[src/rtl/slc3_io_pkg.sv]
// slc3_io_pkg: shared key-channel states and defaults for the SLC-3 board input front-end
package slc3_io_pkg;
    typedef enum logic [1:0] {REL, PRESS_WAIT, PRESSED, REL_WAIT} btn_state_t;
    localparam logic KEY_RELEASED = 1'b1;
    localparam int DEBOUNCE_CYCLES_DEFAULT = 500000;
    localparam int CNT_W_DEFAULT = 20;
    function automatic logic is_held(btn_state_t s);
        return s == PRESSED || s == REL_WAIT;
    endfunction
endpackage

[src/rtl/slc3_debounce_channel.sv]
// slc3_debounce_channel: synchronises one active-low key and debounces it into a held level and a press event
module slc3_debounce_channel
    import slc3_io_pkg::*;
#(
    parameter int DEBOUNCE_CYCLES = DEBOUNCE_CYCLES_DEFAULT,
    parameter int CNT_W = CNT_W_DEFAULT
) (
    input  logic clk,
    input  logic rst,
    input  logic key_n_raw,
    output logic held,
    output logic held_nxt,
    output logic rel_nxt,
    output logic press_evt
);
    localparam logic [CNT_W-1:0] LAST = CNT_W'(DEBOUNCE_CYCLES - 1);
    logic key_s1, key_s2, pressed, evt_d;
    logic [CNT_W-1:0] cnt, cnt_d;
    btn_state_t state, state_d;
    assign pressed = key_s2 != KEY_RELEASED;
    always_ff @(posedge clk) begin
        if (rst) begin
            key_s1 <= KEY_RELEASED;
            key_s2 <= KEY_RELEASED;
            state <= REL;
            cnt <= '0;
            press_evt <= 1'b0;
        end else begin
            key_s1 <= key_n_raw;
            key_s2 <= key_s1;
            state <= state_d;
            cnt <= cnt_d;
            press_evt <= evt_d;
        end
    end
    // any sample disagreeing with the pending level restarts the stability count
    always_comb begin
        state_d = state;
        cnt_d = cnt;
        unique case (state)
            REL: begin
                state_d = pressed ? PRESS_WAIT : REL;
                cnt_d = pressed ? CNT_W'(1) : '0;
            end
            PRESS_WAIT: begin
                state_d = !pressed ? REL : cnt >= LAST ? PRESSED : PRESS_WAIT;
                cnt_d = (!pressed || cnt >= LAST) ? '0 : cnt + CNT_W'(1);
            end
            PRESSED: begin
                state_d = pressed ? PRESSED : REL_WAIT;
                cnt_d = pressed ? '0 : CNT_W'(1);
            end
            REL_WAIT: begin
                state_d = pressed ? PRESSED : cnt >= LAST ? REL : REL_WAIT;
                cnt_d = (pressed || cnt >= LAST) ? '0 : cnt + CNT_W'(1);
            end
        endcase
    end
    always_comb begin
        held = is_held(state);
        held_nxt = is_held(state_d);
        rel_nxt = state_d == REL;
        evt_d = state == PRESS_WAIT && state_d == PRESSED;
    end
endmodule

[src/rtl/slc3_button_conditioner.sv]
// slc3_button_conditioner: synchronised switches, debounced Run/Continue pulses and a both-keys combo reset
module slc3_button_conditioner
    import slc3_io_pkg::*;
#(
    parameter int DEBOUNCE_CYCLES = DEBOUNCE_CYCLES_DEFAULT,
    parameter int CNT_W = CNT_W_DEFAULT,
    parameter int SW_W = 10
) (
    input  logic            Clk,
    input  logic            Reset,
    input  logic            Run_n_raw,
    input  logic            Continue_n_raw,
    input  logic [SW_W-1:0] SW_raw,
    output logic [SW_W-1:0] SW_sync,
    output logic            Run_pulse,
    output logic            Continue_pulse,
    output logic            Run_held,
    output logic            Continue_held,
    output logic            Combo_reset
);
    logic [SW_W-1:0] sw_s1;
    logic run_held_nxt, run_rel_nxt, run_evt;
    logic cont_held_nxt, cont_rel_nxt, cont_evt;
    slc3_debounce_channel #(.DEBOUNCE_CYCLES(DEBOUNCE_CYCLES), .CNT_W(CNT_W)) u_run (
        .clk(Clk),
        .rst(Reset),
        .key_n_raw(Run_n_raw),
        .held(Run_held),
        .held_nxt(run_held_nxt),
        .rel_nxt(run_rel_nxt),
        .press_evt(run_evt)
    );
    slc3_debounce_channel #(.DEBOUNCE_CYCLES(DEBOUNCE_CYCLES), .CNT_W(CNT_W)) u_cont (
        .clk(Clk),
        .rst(Reset),
        .key_n_raw(Continue_n_raw),
        .held(Continue_held),
        .held_nxt(cont_held_nxt),
        .rel_nxt(cont_rel_nxt),
        .press_evt(cont_evt)
    );
    // the combo latch sets with the second acceptance and gates any press event still in flight
    always_ff @(posedge Clk) begin
        if (Reset) begin
            sw_s1 <= '0;
            SW_sync <= '0;
            Combo_reset <= 1'b0;
            Run_pulse <= 1'b0;
            Continue_pulse <= 1'b0;
        end else begin
            sw_s1 <= SW_raw;
            SW_sync <= sw_s1;
            Combo_reset <= (run_held_nxt && cont_held_nxt) || (Combo_reset && !(run_rel_nxt && cont_rel_nxt));
            Run_pulse <= run_evt && !Combo_reset;
            Continue_pulse <= cont_evt && !Combo_reset;
        end
    end
endmodule

[config.mk]
export PLATFORM = sky130hd
export DESIGN_NAME = slc3_button_conditioner
export DESIGN_NICKNAME = d
export VERILOG_FILES = /design/src/rtl/slc3_io_pkg.sv /design/src/rtl/slc3_debounce_channel.sv /design/src/rtl/slc3_button_conditioner.sv
export SDC_FILE = /design/constraint.sdc
export NUM_CORES = 1
export LEC_CHECK = 0
export CAP_MARGIN = 20
export CORE_AREA = 2 2 77 79
export CTS_BUF_LIST = sky130_fd_sc_hd__clkbuf_8
export DETAILED_ROUTE_END_ITERATION = 10
export DIE_AREA = 0 0 79 81
export GPL_ROUTABILITY_DRIVEN = 1
export HOLD_SLACK_MARGIN = 0.02
export PLACE_DENSITY = 0.7
export SKIP_CTS_REPAIR_TIMING = 1
export SYNTH_ARGS = -nofsm -noshare
export SYNTH_HDL_FRONTEND = slang
export SYNTH_SLANG_ARGS = --single-unit
[constraint.sdc]
create_clock -name Clk -period 2.4 [get_ports Clk]
set_clock_uncertainty 0.05 [all_clocks]
set_input_delay 0.6 -clock Clk [delete_from_list [all_inputs] [get_ports Clk]]
set_output_delay 0.6 -clock Clk [all_outputs]
set_load 0.01 [all_outputs]
==> results of run 1 <==
[layer usage]
metal / GRT usage [%] / vias to the layer above / share of wire [%]
met5: 0 / - / 0
met4: 6.03 / 0 / 1.4
met3: 7.22 / 7 / 4.6
met2: 23.8 / 30 / 47
met1: 18.2 / 858 / 47
li1: - / 1006 / -
[final cells by class]
class	count	area, µm²
clock inverter	5	25.0
timing repair buffer	29	288
sequential	73	1460
clock buffer	10	138
tap	75	93.8
inverter	6	22.5
multi-input combinational	197	1200
fill	517	2450
[report_power, final]
| part | switching [mW] | internal [mW] | leakage (nW) |
|---|---|---|---|
| Sequential | 0.00819 | 1.23 | 0.594 |
| Combinational | 0.0262 | 0.0451 | 0.414 |
| Clock | 0.401 | 0.386 | 0.0905 |
| Total | 0.436 | 1.66 | 1.10 |
[sequential cells by signal (all words and copies together), names as in the netlist, 2 cells and up]
| name | count |
|---|---|
| SW_sync | 10 |
| u_cont.state | 2 |
| sw_s1 | 10 |
| u_run.cnt | 20 |
| u_run.state | 2 |
| u_cont.cnt | 20 |
[Yosys cell counts, types with 2 or more instances]
library cell  number  area, µm²
nand3_1           11       55.1
and2_1             5       31.3
a31oi_1            2       12.5
nor3b_1            2       15.0
buf_2              2       10.0
nand3_2            2       20.0
clkbuf_1           5       18.8
inv_1              6       22.5
dfxtp_1           73       1460
or2_2              5       31.3
nand2_1           14       52.6
and3_1             5       31.3
ha_1               2       25.0
a21oi_1            6       30.0
nand4_1           10       62.6
xor2_1            24        210
nor3_1             6       30.0
xnor2_1            8       70.1
o21ai_0            6       30.0
or3_1              4       25.0
nor2b_1           20        125
nor2_1            44        165
nand2b_1           2       12.5
[worst max path at each step]
stage / endpoint / slack (ns)
after floorplan: Combo_reset$_SDFF_PP0_ / 0.55
after global placement: u_run.cnt[15]$_SDFF_PP0_ / 0.31
after detailed placement: u_run.cnt[15]$_SDFF_PP0_ / 0.28
after CTS: u_run.cnt[11]$_SDFF_PP0_ / 0.27
after global routing: u_run.cnt[15]$_SDFF_PP0_ / 0.12
final: u_run.cnt[11]$_SDFF_PP0_ / 0.31
[cell families (layout without fill, tap and decap cells)]
logic type               count (synthesis)  after routing  synth area share [%]
buffers and inverters                   13             50                  1.89
adder cells (fa/ha/maj)                  2              2                 0.924
XOR/XNOR                                32             32                  10.4
other                                    1              2                 0.138
AND/OR/NAND/NOR                        138            138                  27.3
flip-flops                              73             73                  54.0
AO/OA/AOI/OAI                           23             23                  5.45
[cells in the final DEF (no fill, tap or decap), types with 4 or more instances in the layout]
master / instances
clkdlybuf4s50_1: 28
nand4_1: 10
and3_1: 5
nor2_1: 44
or2_2: 5
nor3_1: 6
inv_1: 8
xor2_1: 24
o21ai_0: 6
a21oi_1: 6
or3_1: 4
dfxtp_1: 73
xnor2_1: 8
nor2b_1: 20
and2_1: 5
nand3_1: 11
clkbuf_8: 10
nand2_1: 14
[critical path, stage by stage, from the launching register on]
cell and delay (ns):
dfxtp_1 0.33, ha_1 0.24, nand4_1 0.15, nand3_1 0.12, a311oi_1 0.49, nand3_2 0.42, a21oi_1 0.22
==> flow_metrics.py, run 1 <==
metrics = {
    "setup_path": {
        "startpoint_type": "register",
        "critical_path_required_ns": 2.61,
        "worstSetupPathType": "reg -> reg",
        "cp-startpoint": "u_run.cnt[0]$_SDFF_PP0_",
        "critical_path.max_fanout": 18,
        "reg2reg_slack_ns": 0.31,
        "worstPathArrival_ns": 2.29,
        "r2r-end": "u_run.cnt[11]$_SDFF_PP0_",
        "endpoint_kind": "register",
        "r2r-start": "u_run.cnt[0]$_SDFF_PP0_",
        "r2r_cells": 6,
    },
    "floorplanning": {
        "die_x_um": 79,
        "dieArea_mm2": 0.00640,
        "coreArea_mm2": 0.00568,
        "start_util_pct": 47.7,
        "die_h_um": 81,
        "num_rows": 28,
        "ioPinCount": 29,
    },
    "timing": {
        "hold_violations": 0,
        "tns_ns": 0,
        "rsz0062_at_grt": "no",
        "min_period_ns": 2.09,
        "max_freq_mhz": 480,
        "drv_slew": 0,
        "finalSetupViolations": 0,
        "layout_worst_path_cycle_share_pct": 86.9,
        "fin_ws_ns": 0.315,
        "hold-worst-slack_ns": 0.362,
    },
    "final_layout": {
        "antenna_cells": 0,
        "layout-drive-gt1-share_pct": 8.75,
        "fin_util_pct": 56.9,
        "layout.cells.non_filler": 395,
        "final_area_mm2": 0.00323,
        "area_growth_pct": 19.2,
        "layout.nets": 332,
    },
    "worst_hold_path": {
        "worstHoldStart": "u_run.key_s1$_SDFF_PP1_",
        "hold_depth": 1,
        "holdPathEnd": "u_run.key_s2$_SDFF_PP1_",
        "hold_path.class": "reg -> reg",
    },
    "routing": {
        "first_pass_iters": 4,
        "drtIter0Drc": 76,
        "route.vias.total": 1901,
        "vias_per_cell": 4.81,
        "wl_per_cell_um": 11.2,
        "drc": 0,
        "drtAntennaViolNets": 0,
        "route.final.wire_length_um": 4410,
    },
    "run": {
        "max_cap_viol_count": 0,
    },
    "global_routing": {
        "grt_pass1_wl_um": 7450,
        "antenna_found_initial": 0,
        "overflow": 0,
        "grt_pass1_vias": 1762,
        "grt_max_degree": 27,
        "grt_usage_pct": 15.2,
    },
    "synth": {
        "synth_warnings": 0,
        "syn-instance-count": 282,
        "async_flop_share_pct": 0,
        "synth_ff_type": "dfxtp_1",
        "ys_seq_elements": 73,
        "synth_area_per_cell_um2": 9.60,
        "syn-cell-area_mm2": 0.00271,
        "synth_edf_count": 0,
        "yosysUniqueCellTypes": 41,
        "seq_area_frac_synth_pct": 54.0,
    },
    "pwr": {
        "p_total_mw": 2.10,
        "power.density_mw_per_mm2": 651,
        "p_leak_nw": 1.10,
        "ir_drop_mv": 0.494,
    },
    "clocking": {
        "numCtsBuffers": 9,
        "path_clk_slew_ns": 0.07,
        "clk_path_buf_depth": 2,
        "cts.sinks": 73,
        "cts_tree": "done",
        "insertion_delay_ns": 0.34,
        "htree_levels": 3,
        "root_buffer": "clkbuf_8",
    },
    "placement": {
        "gp_congestion": 0.750,
        "io_buffers": 28,
        "dp.final_hpwl_um": 3030,
        "dpl_cell_area_mm2": 0.00306,
        "placed_cells": 380,
        "post-place-ws_ns": 0.276,
    },
    "status": {
        "status": "finished, final reports clean",
    },
}
(Power assumes the default switching activity.)
==> run 2, diff against run 1 <==
Settings changed: CORE_AREA 2 2 77 79 to 2 2 81 75, DIE_AREA 0 0 79 81 to 0 0 83 77, PLACE_DENSITY 0.7 to 0.71, SLEW_MARGIN set to 30.
==> flow_metrics.py, run 2 (synthesis results as in run 1) <==
metrics = {
    "final_layout": {
        "area_growth_pct": 20.4,
        "layout_common_cells": "73 x dfxtp_1, 44 x nor2_1, 28 x clkdlybuf4s50_1, 24 x xor2_1, 20 x nor2b_1",
        "fin_util_pct": 58.6,
        "layout-drive-gt1-share_pct": 9.94,
        "layout.nets": 333,
        "fillers": 515,
        "antenna_cells": 0,
        "final_common_cell": "dfxtp_1",
        "reg_top3": "u_cont.cnt (20), u_run.cnt (20)",
    },
    "global_routing": {
        "grt_usage_pct": 15.5,
        "overflow": 0,
        "grt_pass1_wl_um": 7960,
        "grt_pass1_vias": 1825,
        "grt_max_degree": 23,
        "antenna_found_initial": 0,
    },
    "floorplanning": {
        "die_h_um": 77,
        "die_x_um": 83,
        "num_rows": 26,
        "coreArea_mm2": 0.00556,
        "dieArea_mm2": 0.00639,
        "ioPinCount": 29,
        "start_util_pct": 48.7,
    },
    "clocking": {
        "cts_tree": "done",
        "cts.sinks": 73,
        "numCtsBuffers": 9,
        "insertion_delay_ns": 0.34,
        "htree_levels": 3,
        "clk_path_buf_depth": 2,
        "path_clk_slew_ns": 0.07,
        "root_buffer": "clkbuf_8",
    },
    "timing": {
        "tns_ns": 0,
        "finalSetupViolations": 0,
        "min_period_ns": 2.07,
        "rsz0062_at_grt": "no",
        "drv_slew": 0,
        "hold_violations": 0,
        "max_freq_mhz": 484,
        "layout_worst_path_cycle_share_pct": 86.1,
    },
    "setup_path": {
        "worstPathArrival_ns": 2.30,
        "critical_path.max_fanout": 4,
        "worstSetupPathType": "reg -> reg",
        "endpoint_kind": "register",
        "critical_path_required_ns": 2.63,
        "startpoint_type": "register",
    },
    "pwr": {
        "ir_drop_mv": 0.487,
        "p_total_mw": 2.24,
        "power.density_mw_per_mm2": 687,
        "p_leak_nw": 1.11,
    },
    "status": {
        "status": "finished, final reports clean",
    },
    "placement": {
        "io_buffers": 28,
        "dp.final_hpwl_um": 3120,
        "gp_congestion": 0.773,
    },
    "routing": {
        "vias_per_cell": 4.80,
        "drtAntennaViolNets": 0,
        "drc": 0,
        "drtIter0Drc": 46,
        "first_pass_iters": 4,
        "wl_per_cell_um": 11.3,
        "route.final.wire_length_um": 4430,
        "route.vias.total": 1882,
    },
    "worst_hold_path": {
        "hold_path.class": "reg -> reg",
    },
    "run": {
        "max_cap_viol_count": 0,
    },
}
run 2: cell count changes in the layout (fill, tap and decap cells not counted), sizes merged:
cell    change
clkinv      +2
buf         +1
inv         -2
bufinv      +1
run 2: final timing paths:
check	from	end	slack [ns]	depth (start not counted)
worst max-delay path	u_cont.cnt[0]$_SDFF_PP0_	Combo_reset$_SDFF_PP0_	0.33	7
worst min-delay path	u_cont.key_s1$_SDFF_PP1_	u_cont.key_s2$_SDFF_PP1_	0.36	1
worst max register to register	u_cont.cnt[0]$_SDFF_PP0_	Combo_reset$_SDFF_PP0_	0.33	7
worst min register to register	u_cont.key_s1$_SDFF_PP1_	u_cont.key_s2$_SDFF_PP1_	0.36	1
run 2: worst max-delay path: stages (launching register included):
cell,delay [ns]
dfxtp_1,0.40
ha_1,0.25
nand4_1,0.14
and3_1,0.21
o21a_1,0.22
or3_4,0.35
a22o_1,0.25
a21oi_2,0.13
run 2: cell type report:
type / instances / area, µm² / area share (%)
sequential: 73 / 1460 / 44.8
multi-input combinational: 197 / 1200 / 36.8
timing repair buffer: 30 / 295 / 9.06
clock buffer: 10 / 138 / 4.22
tap: 70 / 87.6 / 2.69
clock inverter: 6 / 57.6 / 1.77
inverter: 6 / 22.5 / 0.691
run 2: power breakdown:
part           switching (mW)  internal, mW  leakage, nW  total (mW)
clock network           0.426         0.500        0.102       0.927
logic                  0.0266        0.0461        0.419      0.0727
registers             0.00840          1.23        0.594        1.24
total                   0.461          1.78         1.11        2.24
run 2: layer usage:
layer  wire length, µm  share of wire [%]  global-route usage (%)  vias up
met2              2040                 46                    23.7       26
met1              2160                 49                    19.3      842
met4                43               0.97                    5.41        0
li1                  -                  -                       -     1009
met5                 0                  0                       0        -
met3               186                4.2                    7.43        5
run 2: through the flow:
stage	instances	area (µm²)	setup WS [ns]	hold slack [ns]
6_report	392	3260	0.335	0.363
5_1_grt	392	3260	0.119	0.369
4_1_cts	392	3260	0.317	0.365
3_5_place_dp	376	3070	0.323	0.347
3_3_place_gp	376	3070	0.393	0.343
2_1_floorplan	283	2710	0.553	0.339
==> run 3, diff against run 2 <==
Settings changed: ABC_AREA set to 1, CORE_AREA 2 2 81 75 to 2 2 85 79, DIE_AREA 0 0 83 77 to 0 0 87 81, PLACE_DENSITY 0.71 to 0.7, SLEW_MARGIN 30 to 20.
==> flow_metrics.py, run 3 <==
metrics = {
    "timing": {
        "finalSetupViolations": 0,
        "worst_pin_slew_ns": 0.752,
        "hold_violations": 0,
        "drv_slew": 0,
        "min_period_ns": 1.98,
        "rsz0062_at_grt": "no",
        "max_freq_mhz": 506,
        "tns_ns": 0,
        "layout_worst_path_cycle_share_pct": 82.3,
        "slew_headroom_pct": 49.8,
    },
    "final_layout": {
        "reg_top3": "u_cont.cnt (20), u_run.cnt (20)",
        "final_common_cell": "nor2_1",
        "area_growth_pct": 17.7,
        "fin_util_pct": 56.7,
        "layout_common_cells": "82 x nor2_1, 73 x dfxtp_1, 66 x nand2_1, 54 x inv_1, 28 x clkdlybuf4s50_1",
        "layout.nets": 441,
        "antenna_cells": 0,
        "layout-drive-gt1-share_pct": 9.30,
    },
    "routing": {
        "route.vias.total": 2347,
        "drtIter0Drc": 139,
        "wl_per_cell_um": 10.3,
        "drtAntennaViolNets": 0,
        "drc": 0,
        "first_pass_iters": 4,
        "vias_per_cell": 4.65,
        "route.final.wire_length_um": 5210,
    },
    "synth": {
        "syn-cell-area_mm2": 0.00302,
        "yosys.area.top_type": "dfxtp_1",
        "ys_top_cells_by_area": "dfxtp_1 48%, nor2_1 10%, nand2_1 8.2%",
        "yosysUniqueCellTypes": 33,
        "netlist_top_cells_count": "82 x nor2_1, 73 x dfxtp_1, 66 x nand2_1, 54 x inv_1, 18 x nand3_1",
        "async_flop_share_pct": 0,
        "synth_warnings": 0,
        "syn-instance-count": 392,
        "seq_area_frac_synth_pct": 48.4,
        "synth_ff_type": "dfxtp_1",
        "synth_top_area_share_pct": 48.4,
        "synth_area_per_cell_um2": 7.70,
        "ys_seq_elements": 73,
        "synth_most_common_cell": "nor2_1",
        "synth_edf_count": 0,
    },
    "clocking": {
        "insertion_delay_ns": 0.34,
        "root_buffer": "clkbuf_8",
        "cts_tree": "done",
        "cts.sinks": 73,
        "htree_levels": 3,
        "clk_path_buf_depth": 2,
        "numCtsBuffers": 9,
        "path_clk_slew_ns": 0.08,
    },
    "floorplanning": {
        "dieArea_mm2": 0.00705,
        "coreArea_mm2": 0.00627,
        "die_h_um": 81,
        "die_x_um": 87,
        "start_util_pct": 48.1,
        "ioPinCount": 29,
        "num_rows": 28,
    },
    "setup_path": {
        "r2r-end": "u_cont.cnt[12]$_SDFF_PP0_",
        "critical_path.max_fanout": 18,
        "r2r-start": "u_cont.cnt[1]$_SDFF_PP0_",
        "worstPathArrival_ns": 2.13,
        "startpoint_type": "register",
        "r2r_cells": 11,
        "worstSetupPathType": "reg -> reg",
        "endpoint_kind": "register",
        "reg2reg_slack_ns": 0.42,
        "critical_path_required_ns": 2.55,
    },
    "pwr": {
        "p_sw_mw": 0.516,
        "ir_drop_mv": 0.449,
        "clkPwrFrac_pct": 42.7,
        "switching_share_pct": 22.3,
        "p_leak_nw": 1.39,
        "comb_power_share_pct": 3.6,
        "p_seq_share_pct": 53.7,
        "power.density_mw_per_mm2": 652,
        "internal_power_mw": 1.80,
    },
    "global_routing": {
        "grt_max_degree": 33,
        "antenna_found_initial": 0,
        "overflow": 0,
        "grt_pass1_wl_um": 9120,
        "grt_pass1_vias": 2202,
        "grt_usage_pct": 16.5,
    },
    "worst_hold_path": {
        "worstHoldStart": "sw_s1[9]$_SDFF_PP0_",
        "hold_depth": 2,
        "hold_path.class": "reg -> reg",
        "holdPathEnd": "SW_sync[9]$_SDFF_PP0_",
    },
    "run": {
        "max_cap_viol_count": 0,
    },
    "status": {
        "status": "finished, final reports clean",
    },
    "placement": {
        "gp_congestion": 0.821,
        "io_buffers": 28,
        "dp.final_hpwl_um": 3680,
    },
}
run 3: metal layers:
layer,part of all wire [%],up-vias,global-route usage [%]
met2,44,36,25.9
met4,2.0,0,8.44
met5,0,-,0
li1,-,1265,-
met3,4.1,10,4.67
met1,50,1036,20.6
run 3: worst max-delay path, cell delays in order, from the launching register on:
cell and delay (ns):
dfxtp_1 0.38, ha_1 0.18, nand2_1 0.07, inv_2 0.07, nand2_2 0.06, nand2_1 0.06
nand2_1 0.04, nand2_1 0.07, nand2_2 0.06, nand2_2 0.08, or2_1 0.60, nor2_1 0.11
run 3: worst max-delay path by stage:
| stage | from | endpoint | slack, ns | depth (start not counted) |
|---|---|---|---|---|
| floorplan | u_cont.cnt[0]$_SDFF_PP0_ | u_cont.cnt[16]$_SDFF_PP0_ | 0.78 | 13 |
| global placement | Reset | u_cont.cnt[10]$_SDFF_PP0_ | 0.21 | 5 |
| detailed placement | Reset | u_cont.cnt[12]$_SDFF_PP0_ | 0.19 | 5 |
| CTS | u_cont.cnt[1]$_SDFF_PP0_ | u_cont.cnt[12]$_SDFF_PP0_ | 0.38 | 11 |
| global route | u_cont.cnt[1]$_SDFF_PP0_ | u_cont.cnt[10]$_SDFF_PP0_ | 0.16 | 11 |
| finish | u_cont.cnt[1]$_SDFF_PP0_ | u_cont.cnt[12]$_SDFF_PP0_ | 0.42 | 11 |
run 3: power groups by stage:
stage | Clock, mW | Sequential (mW) | Combinational, mW
global route | 1.06 | 1.25 | 0.0940
global placement | 0 | 1.27 | 0.0828
detailed placement | 0 | 1.27 | 0.0838
CTS | 1.02 | 1.24 | 0.0841
floorplan | 0 | 1.27 | 0.0382
finish | 0.989 | 1.24 | 0.0827
run 3: layout make-up:
cell class | count | area (µm²)
Inverter | 56 | 210
Clock buffer | 10 | 138
Timing Repair Buffer | 29 | 288
Clock inverter | 6 | 73.8
Tap cell | 75 | 93.8
Sequential cell | 73 | 1460
Multi-Input combinational cell | 256 | 1290
Fill cell | 566 | 2720
run 3: logic make-up after synthesis:
| logic type | Yosys count | synth area share (%) |
|---|---|---|
| AOI/OAI and AO/OA | 14 | 2.69 |
| xor gates and xnor gates | 24 | 6.96 |
| adders and majority gates | 2 | 0.829 |
| buffers and inverters | 64 | 8.99 |
| DFF | 73 | 48.4 |
| other | 1 | 0.124 |
| and+or+nand+nor | 214 | 32.0 |
run 3: stage by stage:
step / power (mW) / std cells / worst slack, ns / cell area (µm²) / hold WS [ns]
after floorplan: 1.31 / 393 / 0.783 / 3020 / 0.338
after global placement: 1.35 / 489 / 0.208 / 3340 / 0.339
after CTS: 2.35 / 505 / 0.378 / 3550 / 0.359
after global routing: 2.40 / 505 / 0.165 / 3550 / 0.375
final: 2.32 / 505 / 0.425 / 3550 / 0.358
after detailed placement: 1.36 / 489 / 0.192 / 3340 / 0.345
